## config.mk

```make
export PLATFORM = sky130hd
export DESIGN_NAME = aes_mix_columns_engine
export DESIGN_NICKNAME = d
export VERILOG_FILES = /design/src/rtl/aes_gf_pkg.sv /design/src/rtl/aes_mix_column_unit.sv /design/src/rtl/aes_mix_columns_engine.sv
export SDC_FILE = /design/constraint.sdc
export NUM_CORES = 1
export LEC_CHECK = 0
export CAP_MARGIN = 15
export CORE_MARGIN = 2
export CORE_UTILIZATION = 53
export CTS_CLUSTER_SIZE = 30
export DETAILED_ROUTE_END_ITERATION = 8
export PLACE_DENSITY = 0.81
export SLEW_MARGIN = 20
export SYNTH_ARGS = -nofsm -noshare
export SYNTH_HDL_FRONTEND = slang
export SYNTH_HIERARCHICAL = 1
export SYNTH_SLANG_ARGS = --single-unit
```

## constraint.sdc

```tcl
create_clock -name clk -period 9.45 [get_ports clk]
set_input_delay 1.4175 -clock clk [delete_from_list [all_inputs] [get_ports clk]]
set_output_delay 1.4175 -clock clk [all_outputs]
set_load 0.02 [all_outputs]
```

## src/rtl/aes_gf_pkg.sv

```systemverilog
// GF(2^8) helpers, AES column/state types and transform mode for the MixColumns engine.
package aes_gf_pkg;

    localparam int unsigned BYTE_W   = 8;
    localparam int unsigned COL_W    = 32;
    localparam int unsigned STATE_W  = 128;
    localparam int unsigned NUM_COLS = 4;

    // Low byte of the AES reduction polynomial x^8+x^4+x^3+x+1.
    localparam logic [BYTE_W-1:0] GF_POLY = 8'h1b;

    typedef logic [COL_W-1:0]   aes_col_t;
    typedef logic [STATE_W-1:0] aes_state_t;

    typedef enum logic {
        MODE_FWD = 1'b0,
        MODE_INV = 1'b1
    } aes_mode_e;

    // Multiply by x modulo the AES polynomial.
    function automatic logic [BYTE_W-1:0] xtime(input logic [BYTE_W-1:0] b);
        return {b[BYTE_W-2:0], 1'b0} ^ (b[BYTE_W-1] ? GF_POLY : 8'h00);
    endfunction

    function automatic logic [BYTE_W-1:0] gf_mul2(input logic [BYTE_W-1:0] b);
        return xtime(b);
    endfunction

    function automatic logic [BYTE_W-1:0] gf_mul3(input logic [BYTE_W-1:0] b);
        return xtime(b) ^ b;
    endfunction

    // 9 = 8 + 1
    function automatic logic [BYTE_W-1:0] gf_mul9(input logic [BYTE_W-1:0] b);
        return xtime(xtime(xtime(b))) ^ b;
    endfunction

    // 11 = 8 + 2 + 1
    function automatic logic [BYTE_W-1:0] gf_mulb(input logic [BYTE_W-1:0] b);
        logic [BYTE_W-1:0] x2;
        x2 = xtime(b);
        return xtime(xtime(x2)) ^ x2 ^ b;
    endfunction

    // 13 = 8 + 4 + 1
    function automatic logic [BYTE_W-1:0] gf_muld(input logic [BYTE_W-1:0] b);
        logic [BYTE_W-1:0] x4;
        x4 = xtime(xtime(b));
        return xtime(x4) ^ x4 ^ b;
    endfunction

    // 14 = 8 + 4 + 2
    function automatic logic [BYTE_W-1:0] gf_mule(input logic [BYTE_W-1:0] b);
        logic [BYTE_W-1:0] x2;
        logic [BYTE_W-1:0] x4;
        x2 = xtime(b);
        x4 = xtime(x2);
        return xtime(x4) ^ x4 ^ x2;
    endfunction

endpackage

```

## src/rtl/aes_mix_column_unit.sv

```systemverilog
// Combinational MixColumns / InvMixColumns transform of a single 32-bit column.
module aes_mix_column_unit
    import aes_gf_pkg::*;
(
    input  aes_mode_e mode,
    input  aes_col_t  col_in,
    output aes_col_t  col_out_c
);

    logic [7:0] a0, a1, a2, a3;
    aes_col_t   fwd_col;
    aes_col_t   inv_col;

    // Byte r of the column sits at bits [31-8r -: 8].
    assign a0 = col_in[31:24];
    assign a1 = col_in[23:16];
    assign a2 = col_in[15:8];
    assign a3 = col_in[7:0];

    // Forward matrix rows [02 03 01 01] rotated per row.
    always_comb begin
        fwd_col        = '0;
        fwd_col[31:24] = gf_mul2(a0) ^ gf_mul3(a1) ^ a2          ^ a3;
        fwd_col[23:16] = a0          ^ gf_mul2(a1) ^ gf_mul3(a2) ^ a3;
        fwd_col[15:8]  = a0          ^ a1          ^ gf_mul2(a2) ^ gf_mul3(a3);
        fwd_col[7:0]   = gf_mul3(a0) ^ a1          ^ a2          ^ gf_mul2(a3);
    end

    // Inverse matrix rows [0e 0b 0d 09] rotated per row.
    always_comb begin
        inv_col        = '0;
        inv_col[31:24] = gf_mule(a0) ^ gf_mulb(a1) ^ gf_muld(a2) ^ gf_mul9(a3);
        inv_col[23:16] = gf_mul9(a0) ^ gf_mule(a1) ^ gf_mulb(a2) ^ gf_muld(a3);
        inv_col[15:8]  = gf_muld(a0) ^ gf_mul9(a1) ^ gf_mule(a2) ^ gf_mulb(a3);
        inv_col[7:0]   = gf_mulb(a0) ^ gf_muld(a1) ^ gf_mul9(a2) ^ gf_mule(a3);
    end

    assign col_out_c = (mode == MODE_INV) ? inv_col : fwd_col;

endmodule

```

## src/rtl/aes_mix_columns_engine.sv

```systemverilog
// Handshaked MixColumns / InvMixColumns engine, COLS_PER_CYCLE columns per clock.
module aes_mix_columns_engine
    import aes_gf_pkg::*;
#(
    parameter int unsigned COLS_PER_CYCLE = 1
) (
    input  logic               clk,
    input  logic               rst,
    input  logic               in_valid,
    output logic               in_ready,
    input  logic               in_mode,
    input  logic [STATE_W-1:0] in_state,
    output logic               out_valid,
    input  logic               out_ready,
    output logic [STATE_W-1:0] out_state,
    output logic               busy
);

    localparam int unsigned NUM_STEPS = NUM_COLS / COLS_PER_CYCLE;
    localparam int unsigned CNT_W     = (NUM_STEPS > 1) ? $clog2(NUM_STEPS) : 1;

    localparam logic [1:0] ST_IDLE = 2'd0;
    localparam logic [1:0] ST_BUSY = 2'd1;
    localparam logic [1:0] ST_DONE = 2'd2;

    // Reject unsupported column widths at elaboration.
    generate
        if (!(COLS_PER_CYCLE == 1 || COLS_PER_CYCLE == 2 || COLS_PER_CYCLE == 4)) begin : g_bad_cols
            $error("aes_mix_columns_engine: COLS_PER_CYCLE must be 1, 2 or 4");
        end
    endgenerate

    logic [1:0]                   state;
    logic [1:0]                   state_nxt;
    logic                         load_in;
    logic                         step;
    logic                         last_step;
    logic [CNT_W-1:0]             cnt;
    aes_mode_e                    mode_q;
    aes_col_t [NUM_COLS-1:0]      work;
    aes_col_t [NUM_COLS-1:0]      work_nxt;
    logic [1:0]                   col_base;
    logic [1:0]                   unit_sel [COLS_PER_CYCLE];
    aes_col_t                     unit_in  [COLS_PER_CYCLE];
    aes_col_t                     unit_out [COLS_PER_CYCLE];

    assign last_step = (cnt == CNT_W'(NUM_STEPS - 1));
    assign col_base  = 2'(32'(cnt) * COLS_PER_CYCLE);

    // Column c lives at packed index 3-c of the working register.
    generate
        for (genvar g = 0; g < int'(COLS_PER_CYCLE); g++) begin : g_unit
            assign unit_sel[g] = 2'(NUM_COLS - 1) - (col_base + 2'(g));
            assign unit_in[g]  = work[unit_sel[g]];

            aes_mix_column_unit u_col (
                .mode      (mode_q),
                .col_in    (unit_in[g]),
                .col_out_c (unit_out[g])
            );
        end
    endgenerate

    // Splice this step's transformed columns back into the working state.
    always_comb begin
        work_nxt = work;
        for (int g = 0; g < int'(COLS_PER_CYCLE); g++) begin
            work_nxt[unit_sel[g]] = unit_out[g];
        end
    end

    // FSM state register.
    always_ff @(posedge clk or posedge rst) begin
        if (rst) begin
            state <= ST_IDLE;
        end else begin
            state <= state_nxt;
        end
    end

    // Next state, handshake outputs and datapath enables.
    always_comb begin
        state_nxt = state;
        in_ready  = 1'b0;
        out_valid = 1'b0;
        busy      = 1'b0;
        load_in   = 1'b0;
        step      = 1'b0;
        case (state)
            ST_IDLE: begin
                in_ready = 1'b1;
                if (in_valid) begin
                    load_in   = 1'b1;
                    state_nxt = ST_BUSY;
                end
            end
            ST_BUSY: begin
                busy = 1'b1;
                step = 1'b1;
                if (last_step) begin
                    state_nxt = ST_DONE;
                end
            end
            ST_DONE: begin
                out_valid = 1'b1;
                in_ready  = out_ready;
                if (out_ready) begin
                    if (in_valid) begin
                        load_in   = 1'b1;
                        state_nxt = ST_BUSY;
                    end else begin
                        state_nxt = ST_IDLE;
                    end
                end
            end
            default: begin
                state_nxt = ST_IDLE;
            end
        endcase
    end

    // Working state, latched mode, step counter and result register.
    always_ff @(posedge clk or posedge rst) begin
        if (rst) begin
            work      <= '0;
            mode_q    <= MODE_FWD;
            cnt       <= '0;
            out_state <= '0;
        end else if (load_in) begin
            work   <= in_state;
            mode_q <= aes_mode_e'(in_mode);
            cnt    <= '0;
        end else if (step) begin
            work <= work_nxt;
            if (last_step) begin
                cnt       <= '0;
                out_state <= work_nxt;
            end else begin
                cnt <= cnt + CNT_W'(1);
            end
        end
    end

endmodule
```

==> After elaboration in Yosys (flattened, before gate mapping) <==
Index checks and enable logic that the tools add are counted.
{ "totals": {"mem_count": 0, "input_bits": 133, "ramBits": 0, "mem_bits_ro": 0, "output_inout_bits": 131, "wordCells": 122, "latch_bits": 0, "ff_bits": 261} }
{ "op_classes": {"n_lt_le_gt_ge": 2, "mux": 34, "multipliers": 0, "n_reduce_logical": 5, "div_mod_pow": 0, "shift": 0, "n_bitwise": 65, "add_sub_neg": 2, "n_eq_ne": 6} }
{ "ops": {"columns": ["cell", "count"], "rows": [
  ["$xor 8x8->8", 63],
  ["$mux 128", 2],
  ["$bwmux 128", 1],
  ["$mux 32", 3],
  ["$bmux 32 s2", 1],
  ["$demux 32 s2", 1],
  ["$mux 5", 12],
  ["$mux 2", 6],
  ["$xor 8x5->8", 1],
  ["$ne 2x2->1 const B", 3],
  ["$pmux 2 s3", 1],
  ["$reduce_and 3->1", 2],
  ["$mux 1", 5],
  ["$eq 2x2->1 const B", 2],
  ["$pmux 1 s2", 2],
  ["$lt 2x3->1 const B", 1],
  ["$add 2x1->2 const B", 1],
  ["$eq 2x1->1 const B", 1],
  ["$ge 2x1->1 const B", 1],
  ["$logic_not 2->1", 1],
  ["$reduce_bool 2->1", 1],
  ["$sub 2x2->2 const A", 1],
  ["$logic_and 1x1->1", 1],
  ["$not 1->1", 1]
]} }

==> Depth between registers and ports, before layout <==
Gate-level depths: netlist (run 1).
{ "logic_depth": {"depth_word": 18, "mapped_depth": 14, "ltp_nobuf": 10} }

==> Hierarchy <==
Netlist (run 1), hierarchy kept.
{ "modules_own_cells": {"columns": ["mod", "instances", "area_each_um2", "seq_area_each_um2", "cells_each"], "rows": [
  ["aes_mix_columns_engine", 1, 12119.1, 6531.3, 998],
  ["aes_mix_column_unit", 1, 2209.6, 0.0, 241]
]} }

==> Worst setup path before layout (run 1) <==
OpenSTA, ideal clock, no wires.
{ "synth_timing": {"kind": "flip-flop to flip-flop", "start": "reg cnt[0]", "end": "reg work[11] in the netlist's numbering", "setup_time_ps": 126, "arrival_time_ps": 3494, "path_buffers": 4, "path_slack_ps": 5830, "path_stages_with_launch": 14, "t_required_ps": 9324, "period_less_slack_ps": 3620, "path_cell_list": "dfrtp_1 buf_2 buf_2 buf_2 mux4_2 buf_6 xor2_4 xnor3_2 xor3_2 xnor2_1 a21oi_1 xnor2_1 and2_1 a221o_1"} }
{ "synth_lines": {"columns": ["item", "line", "text"], "rows": [
  ["start: declaration", "aes_mix_columns_engine.sv:38", "logic [CNT_W-1:0] cnt;"],
  ["start signal: assignment", "aes_mix_columns_engine.sv:139", "cnt <= cnt + CNT_W'(1);"],
  ["end signal: assignment", "aes_mix_columns_engine.sv:130", "work <= in_state;"],
  ["end signal: assignment", "aes_mix_columns_engine.sv:134", "work <= work_nxt;"],
  ["end: declaration", "aes_mix_columns_engine.sv:40", "aes_col_t [NUM_COLS-1:0] work;"]
]} }

==> results.json, run 1 <==
{
  "fmax_ghz": 0.218,
  "numCtsBuffers": 27,
  "fin_cells": 1805,
  "rsz0062_at_grt": "false",
  "hold_viol_final": 0,
  "tightest_slew_ps": 1100,
  "cp-startpoint": "cnt[0]",
  "cts_setup_buffers": 0,
  "htreeDepth": 1,
  "yosysWarnings": 6,
  "syn_area_um2": 14300,
  "mostFrequentLayoutCells": "clkdlybuf4s50_1 (263), dfrtp_1 (259), xnor2_1 (132)",
  "wl_per_cell_um": 23.8,
  "fill_cells": 2000,
  "arrival_ps": 5070,
  "multi_input_area_um2": 7240,
  "die_y_um": 168,
  "vias_per_cell": 6.06,
  "max-cap-violations": 0,
  "syn_to_final_growth_pct": 25.7,
  "nets": 1585,
  "postCtsHoldBufs": 0,
  "clock_path_buffers": 3,
  "synth_cell_types": 42,
  "yosysSeqAreaShare_pct": 45.6,
  "r2r-end": "out_state[99]",
  "start_kind": "flip-flop",
  "outcome": "completed",
  "layout_setup_ws_ps": 4860,
  "layout_commonest_cell": "clkdlybuf4s50_1",
  "syn-num-nets": 1376,
  "synth_edf_count": 0,
  "async_flop_share_pct": 100,
  "crit_cells": 10,
  "cts_resized": 0,
  "grt_pass1_vias": 11200,
  "grt_pass1_wl_mm": 66.3,
  "setup_violations": 0,
  "fin_worst_skew_ps": 17.4,
  "cts_tree": "yes",
  "hpwl_mm": 29.0,
  "crit_slowest_cell": "dfrtp_2",
  "worstSkewPairLatency_ps": 560,
  "cp-end-kind": "flip-flop",
  "seqCellArea_um2": 6530,
  "path_cells": "buf_4 -> mux4_2 -> xor2_2 -> xnor3_1 -> xnor3_1 -> xor2_1 -> a21oi_1 -> xnor2_1 -> mux2i_1 -> o21ai_0",
  "gp_congestion": 0.983,
  "endpoint": "out_state[99]",
  "report.final.slew_viol_count": 0,
  "yosys.area.top_type": "dfrtp_1",
  "cts_root_buf": "clkbuf_16",
  "r2r_slack_ps": 4860,
  "grtUsageMet2_pct": 49.4,
  "period_share_pct": 48.6,
  "dr.first_iter.drc_count": 1111,
  "fin_setup_tns_ps": 0,
  "cp_slowest_stage_delay_ps": 700,
  "via_count": 10900,
  "rows": 60,
  "grt.overflow.total": 0,
  "drive_gt1_share_pct": 7.86,
  "synth-seq-cells": 261,
  "crit_type": "reg -> reg",
  "grt_util_met3_pct": 4.11,
  "io_pins": 264,
  "dieArea_um2": 28400,
  "first_pass_iters": 5,
  "final_util_pct": 67.4,
  "cp.buffers_inverters": 1,
  "io_buffers": 263,
  "grt_max_degree": 120,
  "busiest_layer": "met2",
  "syn_avg_cell_area_um2": 11.6,
  "yosys.area.top_type_share_pct": 45.6,
  "cts.sinks": 261,
  "drtAntennaViolNets": 0,
  "slew_headroom_pct": 26.5,
  "crit_top_cell": "xnor3_1",
  "hold_class": "reg -> reg",
  "period_minus_slack_ps": 4590,
  "syn_inst": 1239,
  "wl_mm": 42.9,
  "die_w_um": 168,
  "antenna_found_initial": 0,
  "r2r_cells": 10,
  "place_inst": 1756,
  "initial_core_util_pct": 53.6,
  "crit_required_ps": 9920,
  "synth_top_cells_by_area": "dfrtp_1 (46%), a221o_1 (8.7%), xnor2_1 (8.1%)",
  "track_usage_pct": 30.3,
  "worstPathMaxFanout": 22,
  "diodes": 0,
  "synthFlopType": "dfrtp_1",
  "met1_usage_pct": 43.0,
  "drc": 0,
  "reg2reg_from": "cnt[0]",
  "dp_slack_ps": 4930,
  "core_um2": 26700,
  "cts.clk_slew.worst_paths_ps": 60,
  "crit_family": "XOR/XNOR gates"
}
-- cell type report --
type,instances,area share (%)
Inverter,10,0.250
Multi-Input combinational cell,866,40.2
Clock inverter,11,0.980
Sequential cell,261,36.3
Tap cell,341,2.37
Timing Repair Buffer,282,15.9
Clock buffer,34,4.06
-- cell families (layout without fill, tap and decap cells) --
| group | after synthesis | after routing | synth area share (%) |
|---|---|---|---|
| flops | 261 | 261 | 45.6 |
| mux | 134 | 134 | 12.2 |
| xor+xnor | 195 | 195 | 13.7 |
| buf+inv | 112 | 337 | 4.01 |
| fa+ha+maj | 4 | 4 | 0.349 |
| compound gates | 268 | 268 | 14.6 |
| simple gates | 265 | 265 | 9.58 |
-- flip-flops by register name, indices dropped and copies added, names as in the netlist --
name / flops
work: 128
cnt: 2
mode_q: 1
out_state: 128
state: 2
-- synthesized netlist by cell type (5+ instances only) --
master / number
nor2_1: 8
buf_6: 7
a21o_1: 30
mux4_2: 32
inv_1: 10
nand2_1: 117
and2_1: 122
xnor3_1: 10
a21oi_1: 5
o21ai_0: 99
mux2i_1: 101
buf_1: 8
xnor2_1: 132
buf_4: 12
buf_2: 45
xor2_1: 43
clkbuf_1: 30
a221o_1: 124
dfrtp_1: 261
-- worst min-delay path by stage --
stage	end	depth (start not counted)	slack [ps]	start
after floorplan	work[10]	1	470	work[10]
after global placement	out_state[24]	1	460	out_state[24]
after detailed placement	out_state[24]	1	470	out_state[24]
after CTS	out_state[24]	1	480	out_state[24]
after global routing	out_state[24]	1	490	out_state[24]
final	out_state[24]	1	480	out_state[24]
-- routing by layer --
layer	part of all wire (%)	wire length (um)
met1	43	18400
met2	48	20600
met3	6.8	2900
met4	2.3	1010
met5	0	0
-- metrics by stage --
step	instance area, um2	hold slack, ps
floorplan	14300	474
global placement	17000	462
detailed placement	17000	466
CTS	17900	480
global route	18000	486
finish	18000	475
Power of run 1 is left out: the tool's default activity adds up to more than one toggle a clock period on the data nets, which glitch-free logic cannot reach.
==> run 2: changes to the inputs <==
--- a/config.mk
+++ b/config.mk
@@ -7,10 +7,10 @@
 export LEC_CHECK = 0
 export CAP_MARGIN = 15
 export CORE_MARGIN = 2
-export CORE_UTILIZATION = 53
+export CORE_UTILIZATION = 48
 export CTS_CLUSTER_SIZE = 30
 export DETAILED_ROUTE_END_ITERATION = 8
-export PLACE_DENSITY = 0.81
+export PLACE_DENSITY = 0.77
 export SLEW_MARGIN = 20
 export SYNTH_ARGS = -nofsm -noshare
 export SYNTH_HDL_FRONTEND = slang
==> constraint.sdc (replaced) <==
create_clock -name clk -period 4.1 [get_ports clk]
set_input_delay 0.615 -clock clk [delete_from_list [all_inputs] [get_ports clk]]
set_output_delay 0.615 -clock clk [all_outputs]
set_load 0.02 [all_outputs]
==> run 2 against run 1 <==
Net effect:
- first-iteration DRC count fell by 16%
- fmax rose by 20%
- core utilization fell by 4.6 points
- final area rose by 2.8%
- non-clock buffer count rose by 52
- sequential cell count did not move
- count of clock-buffer cells in the layout rose by 1
- via count rose by 1.6%
- clock skew rose by 11 ps
- register-to-register slack got worse by 4600 ps
- critical path depth rose by 1
- sequential share of layout area fell by 0.97 points
- critical path type unchanged
==> results.json, run 2 (same netlist as run 1, synthesis figures left out) <==
{
  "outcome": "completed",
  "grt_max_degree": 138,
  "drtAntennaViolNets": 0,
  "dr.first_iter.drc_count": 937,
  "antenna_found_initial": 0,
  "fin_worst_skew_ps": 28.3,
  "grt_pass1_wl_mm": 67.8,
  "cts.sinks": 261,
  "cts_tree": "yes",
  "drive_gt1_share_pct": 11.3,
  "rsz0062_at_grt": "false",
  "drc": 0,
  "period_share_pct": 93.7,
  "via_count": 11100,
  "initial_core_util_pct": 48.6,
  "grt_pass1_vias": 11200,
  "wl_mm": 44.5,
  "crit_type": "reg -> reg",
  "clock_path_buffers": 3,
  "report.final.slew_viol_count": 0,
  "cp-end-kind": "flip-flop",
  "numCtsBuffers": 27,
  "busiest_layer": "met2",
  "wl_per_cell_um": 23.3,
  "hold_class": "reg -> reg",
  "slew_headroom_pct": 35.4,
  "worstSkewPairLatency_ps": 570,
  "hold_viol_final": 0,
  "reg.largest.list": "out_state (128), work (128)",
  "diodes": 0,
  "nets": 1637,
  "grt.overflow.total": 0,
  "cts_root_buf": "clkbuf_16",
  "max-cap-violations": 0,
  "met1_usage_pct": 40.2,
  "vias_per_cell": 5.82,
  "syn_to_final_growth_pct": 29.2,
  "dieArea_um2": 31200,
  "hold-worst-slack_ps": 476,
  "track_usage_pct": 28.4,
  "gp_congestion": 0.984,
  "setup_violations": 0,
  "postCtsHoldBufs": 0,
  "mostFrequentLayoutCells": "clkdlybuf4s50_1 (263), dfrtp_1 (259), xnor2_1 (131)",
  "grt_util_met3_pct": 4.34,
  "start_kind": "flip-flop",
  "layout_commonest_cell": "clkdlybuf4s50_1",
  "period_minus_slack_ps": 3840,
  "fmax_ghz": 0.260,
  "io_buffers": 263,
  "first_pass_iters": 7,
  "die_y_um": 177,
  "crit_required_ps": 4600,
  "grtUsageMet2_pct": 45.5,
  "fin_setup_tns_ps": 0,
  "htreeDepth": 1,
  "hpwl_mm": 31.4,
  "die_w_um": 177,
  "rows": 63,
  "final_util_pct": 62.8,
  "worstPathMaxFanout": 12,
  "tightest_slew_ps": 966,
  "cts.clk_slew.worst_paths_ps": 70,
  "io_pins": 264,
  "arrival_ps": 4340,
  "core_um2": 29500
}
## run 2: cell type report
type | count | area, um2
clock buffers | 35 | 756
clock inverters | 13 | 183
fillers | 2339 | 11000
inverters | 10 | 41.3
multi-input cells | 866 | 7250
flip-flops and latches | 261 | 6530
well taps | 390 | 488
repair buffers | 334 | 3260
## run 2: critical path, stage by stage, from the launching register on
cell and delay, ps:
dfrtp_2 630, buf_4 310, mux4_2 610, xnor2_1 180, xnor2_1 480, xnor3_1 320
nand2_1 100, xnor2_1 120, xnor2_1 550, inv_1 130, nor2_1 180, a221o_1 140
## run 2: metrics by stage
step / instances / area [um2] / worst slack, ps
global route: 1909 / 18500 / 6.21
floorplan: 1239 / 14300 / 43.4
detailed placement: 1860 / 17500 / 220
global placement: 1860 / 17500 / 304
finish: 1909 / 18500 / 258
CTS: 1908 / 18500 / 181
## run 2: worst paths after layout
path / slack, ps / end / cells after the start / start
setup / recovery: 260 / work[30] / 11 / cnt[1]
hold / removal: 480 / out_state[39] / 2 / out_state[39]
setup reg to reg: 260 / work[30] / 11 / cnt[1]
hold reg to reg: 480 / out_state[39] / 2 / out_state[39]
max in group asynchronous: 2570 / cnt[0] / 3 / rst
min in group asynchronous: 620 / out_state[63] / 2 / rst
## run 2: layer usage
| layer | wire length (um) | share of wire (%) | up-vias |
|---|---|---|---|
| met5 | 0 | 0 | - |
| met4 | 1020 | 2.3 | 0 |
| met3 | 3460 | 7.8 | 67 |
| met2 | 21100 | 48 | 523 |
| met1 | 18900 | 42 | 5569 |
| li1 | - | - | 4958 |
## run 2: what timing repair did
item	CTS	global route
resized for setup	0	1
buffers inserted	0	0
endpoints found under the setup margin	0	3
Power of run 2 is left out for the same reason.
==> run 3: changes to the inputs <==
==> constraint.sdc (replaced) <==
create_clock -name clk -period 4.1 [get_ports clk]
set_input_delay 0.615 -clock clk [delete_from_list [all_inputs] [get_ports clk]]
set_output_delay 0.615 -clock clk [all_outputs]
set_load 0.1 [all_outputs]
==> run 3 against run 2 <==
Net effect:
- sequential share of layout area about the same
- core utilization decreased by 0.060 points
- wire length shrank 0.28%
- critical path type unchanged
- critical endpoint is now work[28]
==> results.json, run 3 (same netlist as run 1, synthesis figures left out) <==
{
  "mostFrequentLayoutCells": "clkdlybuf4s50_1 (262), dfrtp_1 (259), xnor2_1 (129)",
  "period_share_pct": 95.1,
  "cts_tree": "yes",
  "setup_violations": 0,
  "track_usage_pct": 28.5,
  "slew_headroom_pct": 31.3,
  "hold_class": "reg -> reg",
  "cp-end-kind": "flip-flop",
  "fin_setup_tns_ps": 0,
  "hpwl_mm": 31.0,
  "io_pins": 264,
  "grt_max_degree": 138,
  "fin_cells": 1907,
  "design_area_um2": 18500,
  "clock_path_buffers": 3,
  "start_kind": "flip-flop",
  "core_um2": 29500,
  "die_y_um": 177,
  "grt_pass1_vias": 11300,
  "reg2reg_from": "cnt[0]",
  "hold-worst-slack_ps": 474,
  "drc": 0,
  "grt.overflow.total": 0,
  "grt_pass1_wl_mm": 68.0,
  "syn_to_final_growth_pct": 29.0,
  "gp_congestion": 0.959,
  "cts.clk_slew.worst_paths_ps": 60,
  "drtAntennaViolNets": 0,
  "numCtsBuffers": 28,
  "fmax_ghz": 0.257,
  "worstSkewPairLatency_ps": 560,
  "via_count": 11100,
  "holdPathStages": 1,
  "placedInstanceArea_um2": 17500,
  "diodes": 0,
  "hp-start": "out_state[1]",
  "r2r_cells": 12,
  "report.final.slew_viol_count": 0,
  "outcome": "completed",
  "fill_cells": 2357,
  "r2r-end": "work[28]",
  "tightest_slew_ps": 1030,
  "place_inst": 1855,
  "rsz0062_at_grt": "false",
  "cts_root_buf": "clkbuf_16",
  "wl_mm": 44.4,
  "rows": 63,
  "vias_per_cell": 5.81,
  "io_buffers": 263,
  "reg.largest.list": "out_state (128), work (128)",
  "layout_commonest_cell": "clkdlybuf4s50_1",
  "crit_type": "reg -> reg",
  "die_w_um": 177,
  "postCtsHoldBufs": 0,
  "initial_core_util_pct": 48.6,
  "fin_worst_skew_ps": 21.0,
  "antenna_found_initial": 0,
  "first_pass_iters": 9,
  "arrival_ps": 4340,
  "dieArea_um2": 31200,
  "htreeDepth": 1,
  "cts.sinks": 261,
  "wl_per_cell_um": 23.3,
  "hold_end": "out_state[1]",
  "nets": 1633,
  "max-cap-violations": 0,
  "hold_viol_final": 0,
  "dr.first_iter.drc_count": 1097,
  "worstPathMaxFanout": 14,
  "period_minus_slack_ps": 3900,
  "drive_gt1_share_pct": 11.3,
  "r2r_slack_ps": 200,
  "crit_required_ps": 4540
}
run 3: cell types whose count changed in the layout (fill, tap and decap cells not counted), sizes merged:
| cell | delta |
|---|---|
| clkinv | +2 |
| bufinv | -2 |
| clkdlybuf4s50 | -1 |
| inv | -1 |
| clkbuf | +4 |
| buf | -4 |
run 3: cell type report:
| cell class | count | area [um2] | area share (%) |
|---|---|---|---|
| clock buffer | 39 | 812 | 4.39 |
| clock inverter | 12 | 131 | 0.711 |
| inverter | 10 | 41.3 | 0.223 |
| multi-input combinational | 866 | 7260 | 39.3 |
| sequential | 261 | 6540 | 35.3 |
| tap | 390 | 488 | 2.64 |
| timing repair buffer | 329 | 3220 | 17.4 |
run 3: how the worst max path moves through the flow:
| stage | start | end | slack (ps) |
|---|---|---|---|
| CTS | cnt[1] | work[5] | 60 |
| detailed placement | cnt[1] | work[5] | 110 |
| floorplan | rst | cnt[0] | 40 |
| finish | cnt[0] | work[28] | 200 |
| global route | cnt[0] | out_state[103] | 2 |
| global placement | cnt[1] | work[28] | 180 |
run 3: through the flow:
step | utilization [%] | worst slack [ps]
global route | 62.7 | 1.78
detailed placement | 59.3 | 107
CTS | 62.5 | 63.0
global placement | 59.3 | 183
floorplan | - | 43.4
finish | 62.7 | 202
run 3: timing repair:
item / 4_1_cts / 5_1_grt
gates resized for setup: 0 / 4
hold endpoints to repair: 0 / 0
buffers inserted: 0 / 0
setup endpoints to repair: 0 / 32
run 3: routing by layer:
metal	vias to the layer above	global-route usage [%]	wire length, um
met2	547	46.5	21300
met1	5525	40.9	18800
met5	-	0	0
li1	4945	-	-
met4	0	5.89	794
met3	54	3.91	3440
run 3: critical path, stage by stage (launching register included):
cell and delay (ps):
dfrtp_2 570, buf_12 200, buf_4 200, mux4_2 510, xor2_4 290, xnor3_1 380, xnor2_1 250, xnor3_1 370
a21oi_2 230, xnor2_1 160, buf_4 190, and2_1 150, a221o_1 260
Power of run 3 is left out for the same reason.
